## config.mk

```make
export PLATFORM = sky130hd
export DESIGN_NAME = adc_cfg_sequencer
export DESIGN_NICKNAME = d
export VERILOG_FILES = /design/src/rtl/adc_cfg_sequencer.sv
export SDC_FILE = /design/constraint.sdc
export NUM_CORES = 1
export LEC_CHECK = 0
export ABC_AREA = 1
export CAP_MARGIN = 20
export CORE_UTILIZATION = 25
export CTS_CLUSTER_SIZE = 30
export DETAILED_ROUTE_END_ITERATION = 10
export SYNTH_ARGS = -nofsm -noshare
export SYNTH_HDL_FRONTEND = slang
export SYNTH_SLANG_ARGS = --single-unit
```

## constraint.sdc

```tcl
create_clock -name clk -period 1.8 [get_ports clk]
set_clock_uncertainty 0.1 [all_clocks]
set_input_delay 0.36 -clock clk [delete_from_list [all_inputs] [get_ports clk]]
set_output_delay 0.36 -clock clk [all_outputs]
set_load 0.01 [all_outputs]
```

## src/rtl/adc_cfg_sequencer.sv

```systemverilog
// Walks an 8-entry register table and issues one SPI write per valid entry, with a
// per-write acknowledge/transfer timeout and a fixed idle gap between writes.
module adc_cfg_sequencer #(
  parameter int unsigned GAP_CYC     = 8,
  parameter int unsigned TIMEOUT_CYC = 1023,
  parameter int unsigned ACK_CYC     = 4
) (
  input  logic        clk,
  input  logic        rst_n,
  input  logic        tbl_we_i,
  input  logic [2:0]  tbl_idx_i,
  input  logic        tbl_valid_i,
  input  logic [3:0]  tbl_addr_i,
  input  logic [15:0] tbl_data_i,
  input  logic        seq_start_i,
  input  logic        spi_cs_n_i,
  output logic        spi_start_o,
  output logic [3:0]  spi_addr_o,
  output logic [15:0] spi_data_o,
  output logic        seq_busy_o,
  output logic        seq_done_o,
  output logic        seq_err_o,
  output logic [3:0]  xfer_cnt_o
);

  // The ISSUE clock and the cs_n-low sample that leaves WAIT_LOW both count toward their
  // budgets, so the dwell limit in the waiting state is two short of the nominal figure.
  localparam logic [15:0] AckLast = (ACK_CYC >= 2) ? 16'(ACK_CYC - 2) : 16'd0;
  localparam logic [15:0] ToLast  = 16'(TIMEOUT_CYC - 2);
  localparam logic [15:0] GapLast = 16'(GAP_CYC - 1);

  typedef enum logic [2:0] {
    StIdle,
    StFetch,
    StIssue,
    StWaitLow,
    StWaitHigh,
    StGap,
    StFinish
  } state_e;

  state_e      state_q, state_d;
  logic [3:0]  idx_q, idx_d;
  logic [15:0] tmr_q, tmr_d;
  logic [3:0]  cnt_q, cnt_d;
  logic        err_q, err_d;
  logic [3:0]  addr_q, addr_d;
  logic [15:0] data_q, data_d;

  logic [7:0]  tbl_valid_q;
  logic [3:0]  tbl_addr_q [8];
  logic [15:0] tbl_data_q [8];

  always_ff @(posedge clk or negedge rst_n) begin
    if (!rst_n) begin
      tbl_valid_q <= '0;
      for (int i = 0; i < 8; i++) begin
        tbl_addr_q[i] <= '0;
        tbl_data_q[i] <= '0;
      end
    end else if (tbl_we_i && !seq_busy_o) begin
      tbl_valid_q[tbl_idx_i] <= tbl_valid_i;
      tbl_addr_q[tbl_idx_i]  <= tbl_addr_i;
      tbl_data_q[tbl_idx_i]  <= tbl_data_i;
    end
  end

  always_ff @(posedge clk or negedge rst_n) begin
    if (!rst_n) begin
      state_q <= StIdle;
      idx_q   <= '0;
      tmr_q   <= '0;
      cnt_q   <= '0;
      err_q   <= 1'b0;
      addr_q  <= '0;
      data_q  <= '0;
    end else begin
      state_q <= state_d;
      idx_q   <= idx_d;
      tmr_q   <= tmr_d;
      cnt_q   <= cnt_d;
      err_q   <= err_d;
      addr_q  <= addr_d;
      data_q  <= data_d;
    end
  end

  always_comb begin
    state_d = state_q;
    idx_d   = idx_q;
    cnt_d   = cnt_q;
    err_d   = err_q;
    addr_d  = addr_q;
    data_d  = data_q;
    unique case (state_q)
      StIdle: begin
        if (seq_start_i) begin
          state_d = StFetch;
          idx_d   = '0;
          cnt_d   = '0;
          err_d   = 1'b0;
        end
      end
      StFetch: begin
        if (idx_q[3]) begin
          state_d = StFinish;
        end else if (tbl_valid_q[idx_q[2:0]]) begin
          addr_d  = tbl_addr_q[idx_q[2:0]];
          data_d  = tbl_data_q[idx_q[2:0]];
          state_d = StIssue;
        end else begin
          idx_d = idx_q + 4'd1;
        end
      end
      StIssue: state_d = StWaitLow;
      StWaitLow: begin
        if (!spi_cs_n_i) begin
          state_d = StWaitHigh;
        end else if (tmr_q == AckLast) begin
          err_d   = 1'b1;
          state_d = StIdle;
        end
      end
      StWaitHigh: begin
        if (spi_cs_n_i) begin
          cnt_d   = (cnt_q == 4'd8) ? cnt_q : cnt_q + 4'd1;
          state_d = StGap;
        end else if (tmr_q == ToLast) begin
          err_d   = 1'b1;
          state_d = StIdle;
        end
      end
      StGap: begin
        if (tmr_q == GapLast) begin
          idx_d   = idx_q + 4'd1;
          state_d = StFetch;
        end
      end
      StFinish: state_d = StIdle;
      default:  state_d = StIdle;
    endcase
  end

  always_comb begin
    tmr_d = tmr_q + 16'd1;
    if (state_d != state_q || state_q == StIdle) begin
      tmr_d = '0;
    end
  end

  assign spi_start_o = (state_q == StIssue);
  assign seq_done_o  = (state_q == StFinish);
  assign seq_busy_o  = (state_q == StFetch) || (state_q == StIssue) || (state_q == StWaitLow) ||
                       (state_q == StWaitHigh) || (state_q == StGap);
  assign spi_addr_o  = addr_q;
  assign spi_data_o  = data_q;
  assign seq_err_o   = err_q;
  assign xfer_cnt_o  = cnt_q;

endmodule

```

== Word level (Yosys, flattened, before mapping) ==
Index checks and enable logic that the tools add are counted.
Word-level totals
  output and inout port bits: 28
  bits in registers: 216
  logic and storage cells: 117
  bits of input ports: 29
Cells by class
  eq/ne operators: 21
  add/sub/neg operators: 3
  $lt $le $gt $ge: 6
  muxes and demuxes: 41
  bitwise operators: 3
  reductions and logical operators: 18
Operators by type and width (count)
  128-bit bitwise mux: 1
  16-bit two-way mux: 4
  16-bit binary-select mux with 3-bit select: 1
  16-bit demux with 3-bit select: 1
  4-bit two-way mux: 9
  32-bit bitwise mux: 1
  3-bit two-way mux: 8
  2-bit != test (second input constant): 10
  3-bit case mux with 6 select lines: 1
  16-bit by 1-bit adder with 16-bit output (second input constant): 1
  16-bit by 10-bit == test with 1-bit output (second input constant): 1
  16-bit by 2-bit == test with 1-bit output (second input constant): 1
  16-bit by 3-bit == test with 1-bit output (second input constant): 1
  4-bit binary-select mux with 3-bit select: 1
  4-bit demux with 3-bit select: 1
  4-bit case mux with 3 select lines: 1
  3-bit == test (second input constant): 3
  4-bit by 1-bit adder with 4-bit output (second input constant): 2
  8-bit bitwise mux: 1
  4-bit >= comparator (second input constant): 2
  3-bit by 4-bit < comparator with 1-bit output (second input constant): 2
  3-bit inverter with 4-bit output: 2
  4-bit case mux with 2 select lines: 1
  1-bit two-way mux: 7
  20 further kinds: 29

== Logic depth before layout (Yosys ltp) ==
  depth after elaboration: 8
  mapped depth: 14
  gate-level depth less buffers: 13

== Worst setup path after synthesis ==
Ideal clock, no wire load.
  path kind: register to register
  from: reg idx_q[1]
  to: reg addr_q[0] (netlist: spi_addr_o[0])
  arrival: 1.492 ns
  cell stages (with the launch flop): 11
  data required time: 1.582 ns
  period minus slack after synthesis: 1.710 ns
  library setup time: 0.118 ns
  buffers on the path: 2
  slack: 0.090 ns
  path through: dfrtp_1 > clkbuf_1 > inv_1 > nand3_1 > nand3_1 > nand2_1 > inv_1 > nand2_1 > buf_2 > a21oi_1 > a21o_1
Between the ends
  cells in the longest elaborated chain, start to end: 4
  elaborated cells between the ends (all ways): 7
  those cells by class: mux (5); bitwise (1); reduce/logical (1)
Ends and longest elaborated chain
  from (decl): line 43  | logic [3:0] idx_q, idx_d;
  from (signal assigned): line 79  | idx_q <= idx_d;
  3-bit inverter with 4-bit output (not written as such): line 108  | addr_d = tbl_addr_q[idx_q[2:0]];
  4-bit binary-select mux with 3-bit select: line 108
  4-bit two-way mux (not written as such) (2 in series): line 108
  to (signal assigned): line 83  | addr_q <= addr_d;
  to (decl): line 47  | logic [3:0] addr_q, addr_d;
Parallel ways exist; a longest one is shown, timed or not. The select of a mux whose other input is x is not followed.
A chain may end at the register's enable or synchronous reset.

== Final worst setup path ==
  from: reg state_q[1]
  to: out seq_busy_o
Between the ends
  cells in the longest elaborated chain, start to end: 5
  elaborated cells between the ends (all ways): 9
  those cells by class: eq/ne (5); reduce/logical (4)
Ends and longest elaborated chain
  from (decl): line 42  | state_e state_q, state_d;
  from (signal assigned): line 70  | state_q <= StIdle;
  from (signal assigned): line 78  | state_q <= state_d;
  3-bit by 1-bit == test with 1-bit output / 3-bit by 2-bit == test with 1-bit output (equally long branches): line 153  | assign seq_busy_o = (state_q == StFetch) || (state_q == StIssue) || (state_q == StWaitLow) ||
  1-bit logical OR (3 in series): line 153
  1-bit logical OR *: line 154  | (state_q == StWaitHigh) || (state_q == StGap);
  to (decl): line 20  | output logic seq_busy_o,
Mark *: on every way between the ends. The rest lies on a longest branch, timed or not.

==> impl_metrics.yaml <==
placement:
  numPortBuffers: 56
  gp_congestion: 0.7971
  hpwl_um: 17110
  post_dp_cell_area_sq_um: 11480
finish:
  regArea_sq_um: 5409
  fin_util_pct: 38.60
  area_growth_pct: 52.37
  multi_input_area_sq_um: 5091
  drive_gt1_share_pct: 34.58
  nets: 1355
  antennaDiodeCount: 0
  final_area_sq_um: 14920
  fillerInstances: 3695
die:
  die-width_um: 199.9
  rows: 72
  coreArea_sq_um: 38650
  die_h_um: 199.9
  dieArea_sq_um: 39960
  start_util_pct: 25.33
  io_pins: 57
critical_path:
  worstSetupPathType: "reg2out"
  crit_fanout: 4
  cp-start-kind: "flop"
  cp.required_ns: 1.34
  rr_worst_depth: 11
  critPathArrivalTime_ns: 1.52
  critPathCaptureType: "primary output"
synth:
  syn_avg_cell_area_sq_um: 8.440
  synth_nets: 1195
  seq_area_frac_synth_pct: 55.21
  synth-edff-count: 0
  ys_warn_count: 0
  ys_ff_latch: 216
  syn_area_sq_um: 9791
  synthFlopType: "dfrtp_1"
  synthCells: 1160
  synthArstFlopShare_pct: 100.0
  synth.area.top_cells: "dfrtp_1 55%, o21ai_0 13%, nand2_1 10%, nor2_1 4.9%, o22ai_1 2.6%"
  synth_top_area_share_pct: 55.21
  synth_top_area_cell: "dfrtp_1"
  yosys.cell_types.count: 31
sta:
  tightest_slew_ns: 0.4303
  rsz0062_at_grt: "true"
  timing.final.crit_period_ns: 1.981
  clock.fmax_ghz: 0.5047
  maxSlewHeadroom_pct: 71.28
  hold_ws_ns: 0.1733
  setup_viol: 193
  period_share_pct: 110.1
  drv_slew: 0
  fin_ws_ns: -0.1812
  hold_violations: 0
global_routing:
  grt_pass1_vias: 8893
  grt_pass1_wl_um: 48440
  antenna_found_initial: 0
  grt_max_degree: 59
  grt_util_all_layers_pct: 15.44
  grt_overflow: 0
route:
  viasPerCell: 4.967
  wirelength_um: 33520
  drt_iter0_drc: 748
  detail_route.wl_per_cell_um: 18.05
  ant_nets: 0
  num_vias: 9224
  first_pass_iters: 5
  drc: 0
power_and_ir_drop:
  cellLeakagePower_nw: 6.832
  peakVddDrop_mv: 0.9240
  powerDensity_nw_per_um2: 1665
worst_hold_path:
  hold_class: "in2async"
cts:
  clk_latency_ns: 0.53
  cts_buffers: 25
  cts_sinks: 216
  cts.htree.levels: 1
  path_clk_slew_ns: 0.07
  max-clock-path-buffers: 3
  tritoncts: "yes"
  root_buffer: "clkbuf_16"
run:
  drv_cap: 0
status:
  violations: "setup timing"
  status: "complete, but fails checks"
[placed cells by master (no fill, tap or decap), drive strengths merged, types with 27 or more instances in the layout]
cell type and n:
inv 69, o21ai 257, buf 134, nand3 30, dfrtp 216, nand2 261
o22ai 41, nor2 132, clkbuf 47, a21oi 28, clkdlybuf4s50 27
[final timing paths]
kind | from | slack [ns] | to
max reg2reg | state_q[0]$_DFF_PN0_ | -0.17 | tbl_addr_q[28]$_DFFE_PN0P_
min reg2reg | spi_data_o[11]$_DFFE_PN0P_ | 0.38 | spi_data_o[11]$_DFFE_PN0P_
max | state_q[1]$_DFF_PN0_ | -0.18 | seq_busy_o
min | rst_n | 0.17 | tmr_q[3]$_DFF_PN0_
max in group asynchronous | rst_n | 0.78 | tbl_data_q[62]$_DFFE_PN0P_
min in group clk | spi_data_o[11]$_DFFE_PN0P_ | 0.38 | spi_data_o[11]$_DFFE_PN0P_
[worst max-delay path, cell delays in order, from the launching register on]
cell and delay (ns):
dfrtp_1 0.40, buf_6 0.13, buf_6 0.13, a21oi_4 0.18
buf_2 0.16
[per-stage QoR]
step	instances	TNS (ns)	total power [W]	worst slack, ns
floorplan	1160	0	0.01224	0.08968
global placement	1743	-23.73	0.01510	-0.2167
detailed placement	1743	-27.91	0.01531	-0.2276
CTS	1828	-7.243	0.02199	-0.1049
global route	1857	-36.28	0.02623	-0.2692
finish	1857	-16.89	0.02484	-0.1812
[cell type report]
| type | instances | share of cell area [%] |
|---|---|---|
| tap | 518 | 4.345 |
| multi-input combinational | 808 | 34.13 |
| inverter | 68 | 1.778 |
| sequential | 216 | 36.26 |
| clock buffer | 33 | 4.730 |
| timing repair buffer | 201 | 17.36 |
| clock inverter | 13 | 1.401 |
[sequential cells by signal, indices dropped and copies added (netlist names)]
register	cells
seq_err_o	1
tbl_valid_q	8
spi_addr_o	4
tmr_q	16
state_q	3
tbl_data_q	128
xfer_cnt_o	4
idx_q	4
tbl_addr_q	32
spi_data_o	16
[repair_timing]
item,CTS,global route
pin swaps,11,35
buffers inserted,17,18
endpoints found under the hold margin,188,0
endpoints found under the setup margin,215,210
gates cloned,21,14
gates resized for setup,255,357
hold buffers,1,0
[cell families after synthesis]
group,synth area share [%]
AND/OR/NAND/NOR,17.93
flip-flops,55.21
XOR/XNOR,1.342
AO/OA/AOI/OAI,18.90
adder cells (fa/ha/maj),0.7668
buffers and inverters,5.853
[power breakdown]
part           internal (W)  total [W]  switching (W)
sequential          0.00689    0.00850        0.00162
combinational       0.00505     0.0107        0.00564
clock               0.00349    0.00564        0.00216
[per-layer routing]
layer / vias to the layer above / GRT usage (%) / wire length (um) / part of all wire [%]
li1: 4217 / - / - / -
met1: 4610 / 20.08 / 13860 / 41
met2: 318 / 26.18 / 16510 / 49
met3: 79 / 2.235 / 1888 / 5.6
met4: 0 / 5.287 / 1250 / 3.7
met5: - / 0 / 0 / 0
[synth_stat cells, types with 8 or more instances]
library cell    n
xor2_1         10
clkbuf_2        8
o21ai_1        11
nor2_1        129
dfrtp_1       216
buf_2          33
a21oi_1        27
o22ai_1        41
a21o_1         21
nand2_1       260
clkbuf_1       22
nand4_1         9
o21ai_0       246
nand3_1        26
inv_1          67
Power figures use the tool's default switching activity.
